$ cat src/rtl/acc.sv
// Single-register accumulator: loads acc_in on write-enabled clock edges.
// The zero and sign flags are decoded combinationally from the stored value.
module acc #(
  parameter int WIDTH = 11
) (
  input  logic             clock,
  input  logic             acc_reset,
  input  logic [WIDTH-1:0] acc_in,
  input  logic             acc_wr,
  output logic [WIDTH-1:0] acc_out,
  output logic             acc_zero,
  output logic             acc_neg
);

  logic [WIDTH-1:0] r_acc;

  // An unknown write enable poisons the register so X sources stay visible in simulation.
  always_ff @(posedge clock or negedge acc_reset) begin
    if (!acc_reset) begin
      r_acc <= '0;
    end else if (acc_wr) begin
      r_acc <= acc_in;
    end else if (!acc_wr) begin
      r_acc <= r_acc;
    end else begin
      r_acc <= 'x;
    end
  end

  assign acc_out  = r_acc;
  assign acc_zero = (r_acc == '0);
  assign acc_neg  = r_acc[WIDTH-1];

endmodule

$ cat config.mk
export PLATFORM = sky130hd
export DESIGN_NAME = acc
export DESIGN_NICKNAME = d
export VERILOG_FILES = /design/src/rtl/acc.sv
export SDC_FILE = /design/constraint.sdc
export NUM_CORES = 1
export LEC_CHECK = 0
export CORE_AREA = 2 2 39 41
export CTS_CLUSTER_SIZE = 28
export DETAILED_ROUTE_END_ITERATION = 10
export DIE_AREA = 0 0 41 43
export PLACE_DENSITY = 0.87
export SETUP_SLACK_MARGIN = 0.4
export SLEW_MARGIN = 25
export SYNTH_ARGS = -nofsm -noshare
export SYNTH_HDL_FRONTEND = slang
export SYNTH_SLANG_ARGS = --single-unit
$ cat constraint.sdc
create_clock -name clock -period 2.78 [get_ports clock]
set_clock_uncertainty 0.1 [all_clocks]
set_input_delay 0.417 -clock clock [delete_from_list [all_inputs] [get_ports clock]]
set_output_delay 0.417 -clock clock [all_outputs]
set_load 0.01 [all_outputs]
# --- Yosys cells after proc, flatten, opt, wreduce, memory -nomap -nowiden ---
# Cells that the tools add are included.
totals:
  output_inout_bits: 13
  elab_cells: 2
  reg_bits: 11
  input_bits: 14
op_classes:
  reduce_logical: 1
ops:
  columns: ["cell", "n"]
  rows:
  - ["$logic_not 11->1", 1]

# --- Longest topological paths before layout ---
# Gate-level depths: netlist of run 1.
depth:
  ltp_word: 1
  depth_mapped: 2
  mapped_depth_nobuf: 2

# --- Worst setup path after synthesis of run 1 ---
# OpenSTA, ideal clock, no wires.
synth_path:
  kind: "register -> output"
  start: "reg r_acc[4], in the netlist acc_out[4]"
  end: "out acc_zero"
  path_stages_with_launch: 3
  n_path_buf: 0
  arrival_time_ns: 0.864
  path_slack_ns: 1.399
  path_cell_list: "dfrtp_1 -> nor4_1 -> and3_1"
synth_via:
  elab_chain_len: 1
synth_rtl:
  columns: ["element", "line_no", "text"]
  rows:
  - ["from (decl)", "15", "logic [WIDTH-1:0] r_acc;"]
  - ["from (signal assigned)", "22", "r_acc <= acc_in;"]
  - ["from (signal assigned)", "24", "r_acc <= r_acc;"]
  - ["$logic_not 11->1", "31", "assign acc_zero = (r_acc == '0);"]
  - ["to (decl)", "11", "output logic acc_zero,"]
# Every way passes these cells.

# --- Worst setup path after layout of run 1 ---
# Ends and elaborated chain as after synthesis.

==> qor.txt, run 1 <==
max FFs per register -> 11
layout cells sized above 1 -> 25.0%
Syn. warnings -> 0
initial antenna violation count -> 0
storage element area -> 275 sq um
Clock Power Share -> 25.8%
post-CTS resize count -> 0
combinational group share of total power -> 25.1%
fin cells -> 72
required time worst endpoint -> 2.26 ns
I/O Pins -> 27
diode count -> 0
share of power burned in registers -> 49.1%
FILL cells -> 135
multi-input logic area -> 185 sq um
CTS H-tree depth -> 1
clk root buf -> clkbuf_4
Die X -> 41 um
crit end category -> output pin
final wirelength -> 891 um
Initial DRC Count -> 1
Slew Limit Fails -> 0
sequential share of the synthesized area -> 57.4%
# rows -> 14
FF-to-FF path depth -> 1
Vias/cell -> 4.63
number of global-route vias before repair -> 336
max-cap viol count -> 0
Peak Freq -> 466 MHz
DR DRC count -> 0
worst reg2reg setup slack -> 1.89 ns
fin crit share -> 77.2%
Hold Vio Cnt, Final -> 0
CORE AREA -> 1380 sq um
P_sw -> 0.0000872 W
via count -> 333
CTS tree -> built
Layout Utilization -> 55.4%
post-route ant nets -> 0
Wirelength per Cell -> 12.4 um
syn_nets -> 42
Placed Area -> 741 sq um
post-CTS setup buffers -> 0
Worst slew margin -> 54.9%
flip-flop and latch count after synthesis -> 11
Initial Util -> 34.6%
GR Overflow Total -> 0
sum of negative setup slack -> 0 ns
placed insts -> 68
RD Place Congestion -> 0.593
Clk Latency, worst-skew pair -> 0.25 ns
internal power -> 0.000300 W
slew of the pin with the lowest slew margin -> 0.675 ns
Worst Path Max Fanout -> 3
Overall Global Routing Usage -> 12.6%
Setup violations, final -> 0
Die ar. -> 1760 sq um
Final Critical Period -> 2.15 ns
count of input and output buffers -> 26
Synth Instances -> 28
HPWL Detailed -> 736 um
distinct cell type count after synthesis -> 8
DRT Pass-1 Iters -> 2
hold_buf cts -> 0
mapped cell area -> 479 sq um
Die H -> 43 um
design area -> 767 sq um
RSZ-0062 raised after global routing -> false
Hold Path Class -> primary input to asynchronous set/reset pin
Worst Path Arrival -> 1.63 ns
Avg Cell Area, Syn -> 17.1 sq um
NumNets Final -> 71
Design Power -> 0.000388 W
global-route wire length before repair -> 1440 um
status -> complete, no violations
startpoint types -> flop
largest net degree at the start of global routing -> 12
Longest Clk Path Bufs -> 2
peak supply drop -> 249 uV
P&R area growth vs syn -> 60.1%
critical path type -> flop to output pin
Num CTS Buffers -> 3
Clock Sinks -> 11
switching share of power -> 22.5%
Leak -> 0.339 nW
Reg clk slew, reported paths -> 0.06 ns
Power per Cell Area -> 505 nW/um^2
[synthesized netlist by cell type]
| cell | instances | area [sq um] |
|---|---|---|
| and3_1 | 1 | 6.26 |
| dfrtp_1 | 11 | 275 |
| mux2_2 | 1 | 11.3 |
| mux2_4 | 10 | 150 |
| buf_6 | 1 | 11.3 |
| buf_4 | 1 | 7.51 |
| nor4_1 | 2 | 12.5 |
| nor3_1 | 1 | 5.00 |
[worst paths after layout]
kind / startpoint / endpoint
worst min-delay path: acc_reset / acc_out[3]
worst max-delay path: acc_out[4] / acc_zero
worst max register to register: acc_out[7] / acc_out[7]
max in group asynchronous: acc_reset / acc_out[1]
worst min register to register: acc_out[9] / acc_out[9]
min in group clock: acc_out[9] / acc_out[9]
[power groups by stage]
stage / clock [W] / sequential [W] / combinational, W
after floorplan: 0 / 0.000198 / 0.0000341
after global placement: 0 / 0.000192 / 0.0000967
after detailed placement: 0 / 0.000194 / 0.0000987
after CTS: 0.000105 / 0.000191 / 0.0000989
after global routing: 0.000114 / 0.000193 / 0.000104
final: 0.000100 / 0.000190 / 0.0000973
[through the flow]
stage,worst slack (ns),hold WS (ns)
2_1_floorplan,1.40,0.0214
3_3_place_gp,0.850,0.423
3_5_place_dp,0.824,0.434
4_1_cts,0.610,0.391
5_1_grt,0.480,0.403
6_report,0.634,0.377
[cell usage in the layout, fill, tap and decap left out]
cell type and n:
and3_1 1, clkbuf_1 1, clkbuf_4 3, clkdlybuf4s50_1 26, dfrtp_1 11, mux2_2 1, mux2_4 10, nor3_1 1
nor4_1 2
[worst max-delay path, stage by stage, from the launching register on]
cell	delay, ns
dfrtp_1	0.40
nor4_1	0.25
and3_1	0.19
clkdlybuf4s50_1	0.53
[cells by family after synthesis]
family | count (synthesis) | synth area share [%]
AND/OR/NAND/NOR | 4 | 4.96
flip-flops | 11 | 57.4
buffers and inverters | 2 | 3.92
multiplexers | 11 | 33.7
[per-layer routing]
layer | vias up | part of all wire, % | global-route usage, %
met5 | - | 0 | 0
met4 | 0 | 0 | 4.00
met3 | 0 | 11 | 6.28
met2 | 17 | 48 | 19.1
met1 | 157 | 41 | 14.9
li1 | 159 | - | -
[area by class of cell]
| class | count | area share (%) |
|---|---|---|
| tap | 16 | 2.61 |
| timing repair buffer | 26 | 33.9 |
| multi-input combinational | 15 | 24.1 |
| clock buffer | 4 | 3.43 |
| sequential | 11 | 35.9 |
Note: power is estimated with default switching activity, not from simulation.
==> inputs of run 2 (changes only) <==
- CORE_AREA: 2 2 39 41 -> default
- CORE_MARGIN: default -> 1
- CORE_UTILIZATION: default -> 32
- DIE_AREA: 0 0 41 43 -> default
- PLACE_DENSITY: 0.87 -> 0.83
- clock period: 2.78 -> 1.8 ns (I/O delays scaled with it)
==> run 2 against run 1 <==
Global-route usage is 3.0 points higher; critical path depth unchanged; die area fell by 6.1%; critical endpoint unchanged; clock power increased by 57%; non-clock buffer count increased by 6; final area up 6.2%; critical path type unchanged; via count grew 8.4%; sequential power grew 55%; highest routed layer unchanged; flip-flop and latch count did not move.
==> qor.txt, run 2 (synthesized netlist as in run 1, its figures left out) <==
clk root buf -> clkbuf_4
required time worst endpoint -> 1.43 ns (-0.83 ns)
Final Critical Period -> 1.61 ns
Peak Freq -> 620 MHz
CTS tree -> built
Power per Cell Area -> 750 nW/um^2 (+48%)
number of global-route vias before repair -> 367 (+9.2%)
global-route wire length before repair -> 1580 um (+9.6%)
status -> complete, no violations
most frequent cells in the layout -> 13 x clkdlybuf4s50_1, 11 x dfrtp_1, 10 x mux2_4, 9 x dlygate4sd2_1, 4 x buf_4
Leak -> 0.392 nW (+16%)
RSZ-0062 raised after global routing -> true
Largest stage delay, worst path -> 0.39 ns (-0.14 ns)
startpoint types -> flop
I/O Pins -> 27 (unchanged)
Min Hold Slack -> 0.225 ns (-0.152 ns)
critical path type -> flop to output pin
DR DRC count -> 0 (unchanged)
Slew Limit Fails -> 0 (unchanged)
CP bufs+invs -> 1 (unchanged)
P&R area growth vs syn -> 70.0%
Die ar. -> 1660 sq um (-6.1%)
Setup violations, final -> 0 (unchanged)
Vias/cell -> 4.69 (+1.4%)
Initial Util -> 35.5% (+0.87 points)
CTS H-tree depth -> 1 (unchanged)
count of input and output buffers -> 26 (unchanged)
post-route ant nets -> 0 (unchanged)
CORE AREA -> 1350 sq um (-2.4%)
Hold Path Class -> primary input to asynchronous set/reset pin
Die X -> 40.7 um (-0.74%)
max FFs per register -> 11 (unchanged)
Overall Global Routing Usage -> 15.6% (+3.0 points)
Layout Utilization -> 60.3% (+4.9 points)
initial antenna violation count -> 0 (unchanged)
DRT Pass-1 Iters -> 2 (unchanged)
fin cells -> 77 (+6.9%)
GR Overflow Total -> 0 (unchanged)
via count -> 361 (+8.4%)
Reg clk slew, reported paths -> 0.07 ns (about the same)
NumNets Final -> 77 (+8.5%)
Worst Path Max Fanout -> 2 (-1)
max-cap viol count -> 0 (unchanged)
Num CTS Buffers -> 3 (unchanged)
crit end category -> output pin
crit-path cells -> nor4_2 > and3_1 > buf_2
Clk Latency, worst-skew pair -> 0.25 ns (about the same)
slowest CP cell -> dfrtp_1
slew of the pin with the lowest slew margin -> 0.458 ns (-0.217 ns)
largest net degree at the start of global routing -> 12 (unchanged)
Hold Vio Cnt, Final -> 0 (unchanged)
fin crit share -> 89.7%
Longest Clk Path Bufs -> 2 (unchanged)
HPWL Detailed -> 765 um (+4.0%)
Top delay family on crit path -> simple AND/OR/NAND/NOR gates
Worst slew margin -> 69.4% (+14 points)
Wirelength per Cell -> 13.3 um (+7.3%)
commonest non-fill, non-tap cell in the layout -> clkdlybuf4s50_1
Clock Sinks -> 11 (unchanged)
peak supply drop -> 511 uV (+110%)
diode count -> 0 (unchanged)
Die H -> 40.7 um (-5.4%)
final wirelength -> 1020 um (+15%)
# rows -> 13 (-1)
placed insts -> 68 (unchanged)
RD Place Congestion -> 0.709 (+20%)
sum of negative setup slack -> 0 ns (unchanged)
Initial DRC Count -> 3 (+2)
Worst Path Arrival -> 1.24 ns (-0.39 ns)
layout cells sized above 1 -> 41.9% (+17 points)
-- run 2: cell types whose count changed in the layout (fill, tap and decap cells not counted) --
cell,delta
buf_12,+1
buf_2,+1
buf_4,+4
buf_6,+2
clkbuf_2,+2
clkdlybuf4s50_1,-13
dlygate4sd2_1,+9
nor4_1,-2
nor4_2,+2
-- run 2: path summary, 6_finish.rpt --
kind	from	end	slack, ns	cells after the start
worst min register to register	acc_out[8]	acc_out[8]	0.44	1
worst max register to register	acc_out[1]	acc_out[1]	0.70	3
worst max-delay path	acc_out[1]	acc_zero	0.19	3
min in group clock	acc_out[8]	acc_out[8]	0.44	1
max in group asynchronous	acc_reset	acc_out[8]	1.05	1
worst min-delay path	acc_reset	acc_out[4]	0.22	1
-- run 2: area by class of cell --
| class | instances | area, sq um |
|---|---|---|
| Fill cell | 113 | 536 |
| Timing Repair Buffer | 32 | 297 |
| Sequential cell | 11 | 275 |
| Multi-Input combinational cell | 15 | 198 |
| Clock buffer | 4 | 26.3 |
| Tap cell | 15 | 18.8 |
-- run 2: timing repair --
item                                    4_1_cts  5_1_grt
buffers inserted                              3        2
resized for setup                            20        7
hold buffers                                  0        0
endpoints found under the setup margin       13        4
pin swaps                                     2        3
-- run 2: worst register-to-register path, cell delays in order, from the launching register on --
cell	delay [ns]
dfrtp_1	0.39
buf_4	0.14
buf_6	0.11
mux2_4	0.25
-- run 2: report_power, final --
group / internal [W] / total [W] / switching, W
Clock: 0.0000853 / 0.000157 / 0.0000721
Sequential: 0.000272 / 0.000294 / 0.0000217
Combinational: 0.000107 / 0.000159 / 0.0000521
Total: 0.000465 / 0.000611 / 0.000146
-- run 2: per-stage QoR --
step	instance area [sq um]	worst slack [ns]	power [W]
after CTS	798	0.194	0.000610
after global placement	759	0.0726	0.000452
after global routing	815	0.119	0.000647
after floorplan	479	0.566	0.000359
after detailed placement	759	0.0281	0.000455
final	815	0.186	0.000611
-- run 2: per-layer routing --
layer  share of wire, %  wire (um)  GRT usage (%)  vias to the layer above
li1                   -          -              -                      168
met2                 48        487           25.8                       22
met1                 42        427           18.5                      171
met5                  0          0              0                        -
met3                 10        107           4.35                        0
met4                  0          0           7.50                        0
==> inputs of run 3 (changes only) <==
--- a/config.mk
+++ b/config.mk
@@ -7,8 +7,9 @@
 export LEC_CHECK = 0
 export CORE_MARGIN = 1
-export CORE_UTILIZATION = 32
+export CORE_UTILIZATION = 34
+export CTS_BUF_LIST = sky130_fd_sc_hd__clkbuf_4 sky130_fd_sc_hd__clkbuf_8
 export CTS_CLUSTER_SIZE = 28
 export DETAILED_ROUTE_END_ITERATION = 10
-export PLACE_DENSITY = 0.83
+export PLACE_DENSITY = 0.86
 export SETUP_SLACK_MARGIN = 0.4
 export SLEW_MARGIN = 25
==> constraint.sdc (replaced) <==
create_clock -name clock -period 1.8 [get_ports clock]
set_clock_uncertainty 0.1 [all_clocks]
set_input_delay 0.18 -clock clock [delete_from_list [all_inputs] [get_ports clock]]
set_output_delay 0.18 -clock clock [all_outputs]
set_load 0.01 [all_outputs]
==> run 3 against run 2 <==
Flip-flop and latch count is the same; routed wire length grew 9.6%; sequential power barely moved; critical endpoint unchanged; power decreased by 0.20%; first-iteration DRC count decreased by 100%; final area is 3.8% lower; setup slack improved by 0.071 ns; global-route usage grew 2.4 points; largest power group unchanged; combinational power fell by 7%; core utilization is 0.14 points lower; clock-buffer cell count down 1; non-clock buffer count is 1 lower.
==> qor.txt, run 3 (synthesized netlist as in run 1, its figures left out) <==
status -> complete, no violations
max-cap viol count -> 0 (unchanged)
most frequent cells in the layout -> 13 x clkdlybuf4s50_1, 11 x dfrtp_1, 10 x mux2_4, 10 x dlygate4sd2_1, 5 x buf_4
startpoint types -> flop
Clk Latency, worst-skew pair -> 0.26 ns (about the same)
Longest Clk Path Bufs -> 2 (unchanged)
peak supply drop -> 452 uV (-12%)
FILL cells -> 116 (+2.7%)
P&R area growth vs syn -> 63.4%
Worst Path Arrival -> 1.26 ns (+0.02 ns)
Hold Path Class -> primary input to asynchronous set/reset pin
Slew Limit Fails -> 0 (unchanged)
Num CTS Buffers -> 3 (unchanged)
sum of negative setup slack -> 0 ns (unchanged)
Worst Path Max Fanout -> 2 (unchanged)
via count -> 348 (-3.6%)
Vias/cell -> 4.58 (-2.3%)
Reg clk slew, reported paths -> 0.07 ns (about the same)
CTS H-tree depth -> 1 (unchanged)
RD Place Congestion -> 0.683 (-3.7%)
placed insts -> 68 (unchanged)
RSZ-0062 raised after global routing -> true
Leak -> 0.383 nW (-2.3%)
Largest stage delay, worst path -> 0.39 ns (about the same)
GR Overflow Total -> 0 (unchanged)
slowest CP cell -> dfrtp_1
Worst slew margin -> 67.9% (-1.5 points)
Peak Freq -> 648 MHz (+4.6%)
CTS tree -> built
fin cells -> 76 (-1.3%)
number of global-route vias before repair -> 363 (-1.1%)
CORE AREA -> 1300 sq um (-3.6%)
fin crit share -> 85.7% (-3.9 points)
# rows -> 13 (unchanged)
Design Power -> 0.000609 W (-0.20%)
crit-path cells -> nor4_2 > and3_1 > buf_2
Final Critical Period -> 1.54 ns (-0.0707 ns)
slew of the pin with the lowest slew margin -> 0.481 ns (+0.0225 ns)
DRT Pass-1 Iters -> 1 (-1)
Overall Global Routing Usage -> 17.9% (+2.4 points)
critical path type -> flop to output pin
global-route wire length before repair -> 1760 um (+11%)
Die H -> 39.5 um (-2.8%)
Clock Sinks -> 11 (unchanged)
Wirelength per Cell -> 14.7 um (+11%)
initial antenna violation count -> 0 (unchanged)
Setup violations, final -> 0 (unchanged)
I/O Pins -> 27 (unchanged)
final wirelength -> 1120 um (+9.6%)
Die X -> 39.5 um (-2.8%)
Initial DRC Count -> 0 (-3)
Power per Cell Area -> 778 nW/um^2 (+3.8%)
largest net degree at the start of global routing -> 12 (unchanged)
count of input and output buffers -> 26 (unchanged)
clk root buf -> clkbuf_4
post-route ant nets -> 0 (unchanged)
Hold Vio Cnt, Final -> 0 (unchanged)
Initial Util -> 36.8% (+1.3 points)
Die ar. -> 1560 sq um (-5.6%)
crit end category -> output pin
DR DRC count -> 0 (unchanged)
required time worst endpoint -> 1.52 ns (+0.09 ns)
max FFs per register -> 11 (unchanged)
NumNets Final -> 76 (-1.3%)
commonest non-fill, non-tap cell in the layout -> clkdlybuf4s50_1
diode count -> 0 (unchanged)
layout cells sized above 1 -> 39.3% (-2.6 points)
==> run 3: changes by cell type in the layout (fill, tap and decap cells not counted) <==
cell and delta:
nor4_1 +1, buf_12 -1, buf_6 -2, buf_4 +1, nor4_2 -1, clkinv_2 +1
clkbuf_1 -1, dlygate4sd2_1 +1
==> run 3: routing by layer <==
metal	track usage, %	up-vias	wire, um
met2	28.3	9	646
met5	0	-	0
li1	-	165	-
met4	7.76	0	0
met3	3.41	0	36
met1	23.6	174	437
==> run 3: cell type report <==
type | instances | area, sq um | share of cell area [%]
clock inverter | 1 | 5.00 | 0.639
multi-input combinational | 15 | 191 | 24.4
timing repair buffer | 31 | 270 | 34.5
clock buffer | 3 | 22.5 | 2.88
tap | 15 | 18.8 | 2.40
sequential | 11 | 275 | 35.1
==> run 3: worst max-delay path: cells and delay by family (launching register included) <==
kind	cells	cell delay, ns
buffers and inverters	1	0.12
flip-flops	1	0.39
AND/OR/NAND/NOR	2	0.48
==> run 3: final timing paths <==
path,startpoint,to,slack (ns),cells after the start
max,acc_out[7],acc_zero,0.26,3
min reg2reg,acc_out[2],acc_out[2],0.44,1
min,acc_reset,acc_out[4],0.14,1
min in group clock,acc_in[8],acc_out[8],0.43,2
max reg2reg,acc_out[0],acc_out[0],0.67,3
max in group asynchronous,acc_reset,acc_out[1],1.14,1
==> run 3: through the flow <==
step / setup WS, ns / hold WS (ns) / util [%] / cell area, sq um
2_1_floorplan: 0.656 / -0.216 / - / 479
3_3_place_gp: 0.0979 / 0.415 / 57.4 / 747
3_5_place_dp: 0.0904 / 0.429 / 57.4 / 747
4_1_cts: 0.266 / 0.146 / 59.6 / 776
5_1_grt: 0.177 / 0.170 / 60.2 / 783
6_report: 0.257 / 0.137 / 60.2 / 783
==> run 3: power by group <==
group / total, W / internal (W) / switching [W]
Combinational: 0.000148 / 0.0000975 / 0.0000506
Sequential: 0.000294 / 0.000272 / 0.0000225
Clock: 0.000167 / 0.0000821 / 0.0000847
Total: 0.000609 / 0.000452 / 0.000158
==> run 3: timing repair <==
item	in CTS	in global routing
cloned	0	0
gates resized for setup	17	4
pin swaps	2	0
setup buffers	2	2
hold buffers	0	0
endpoints found under the setup margin	13	3
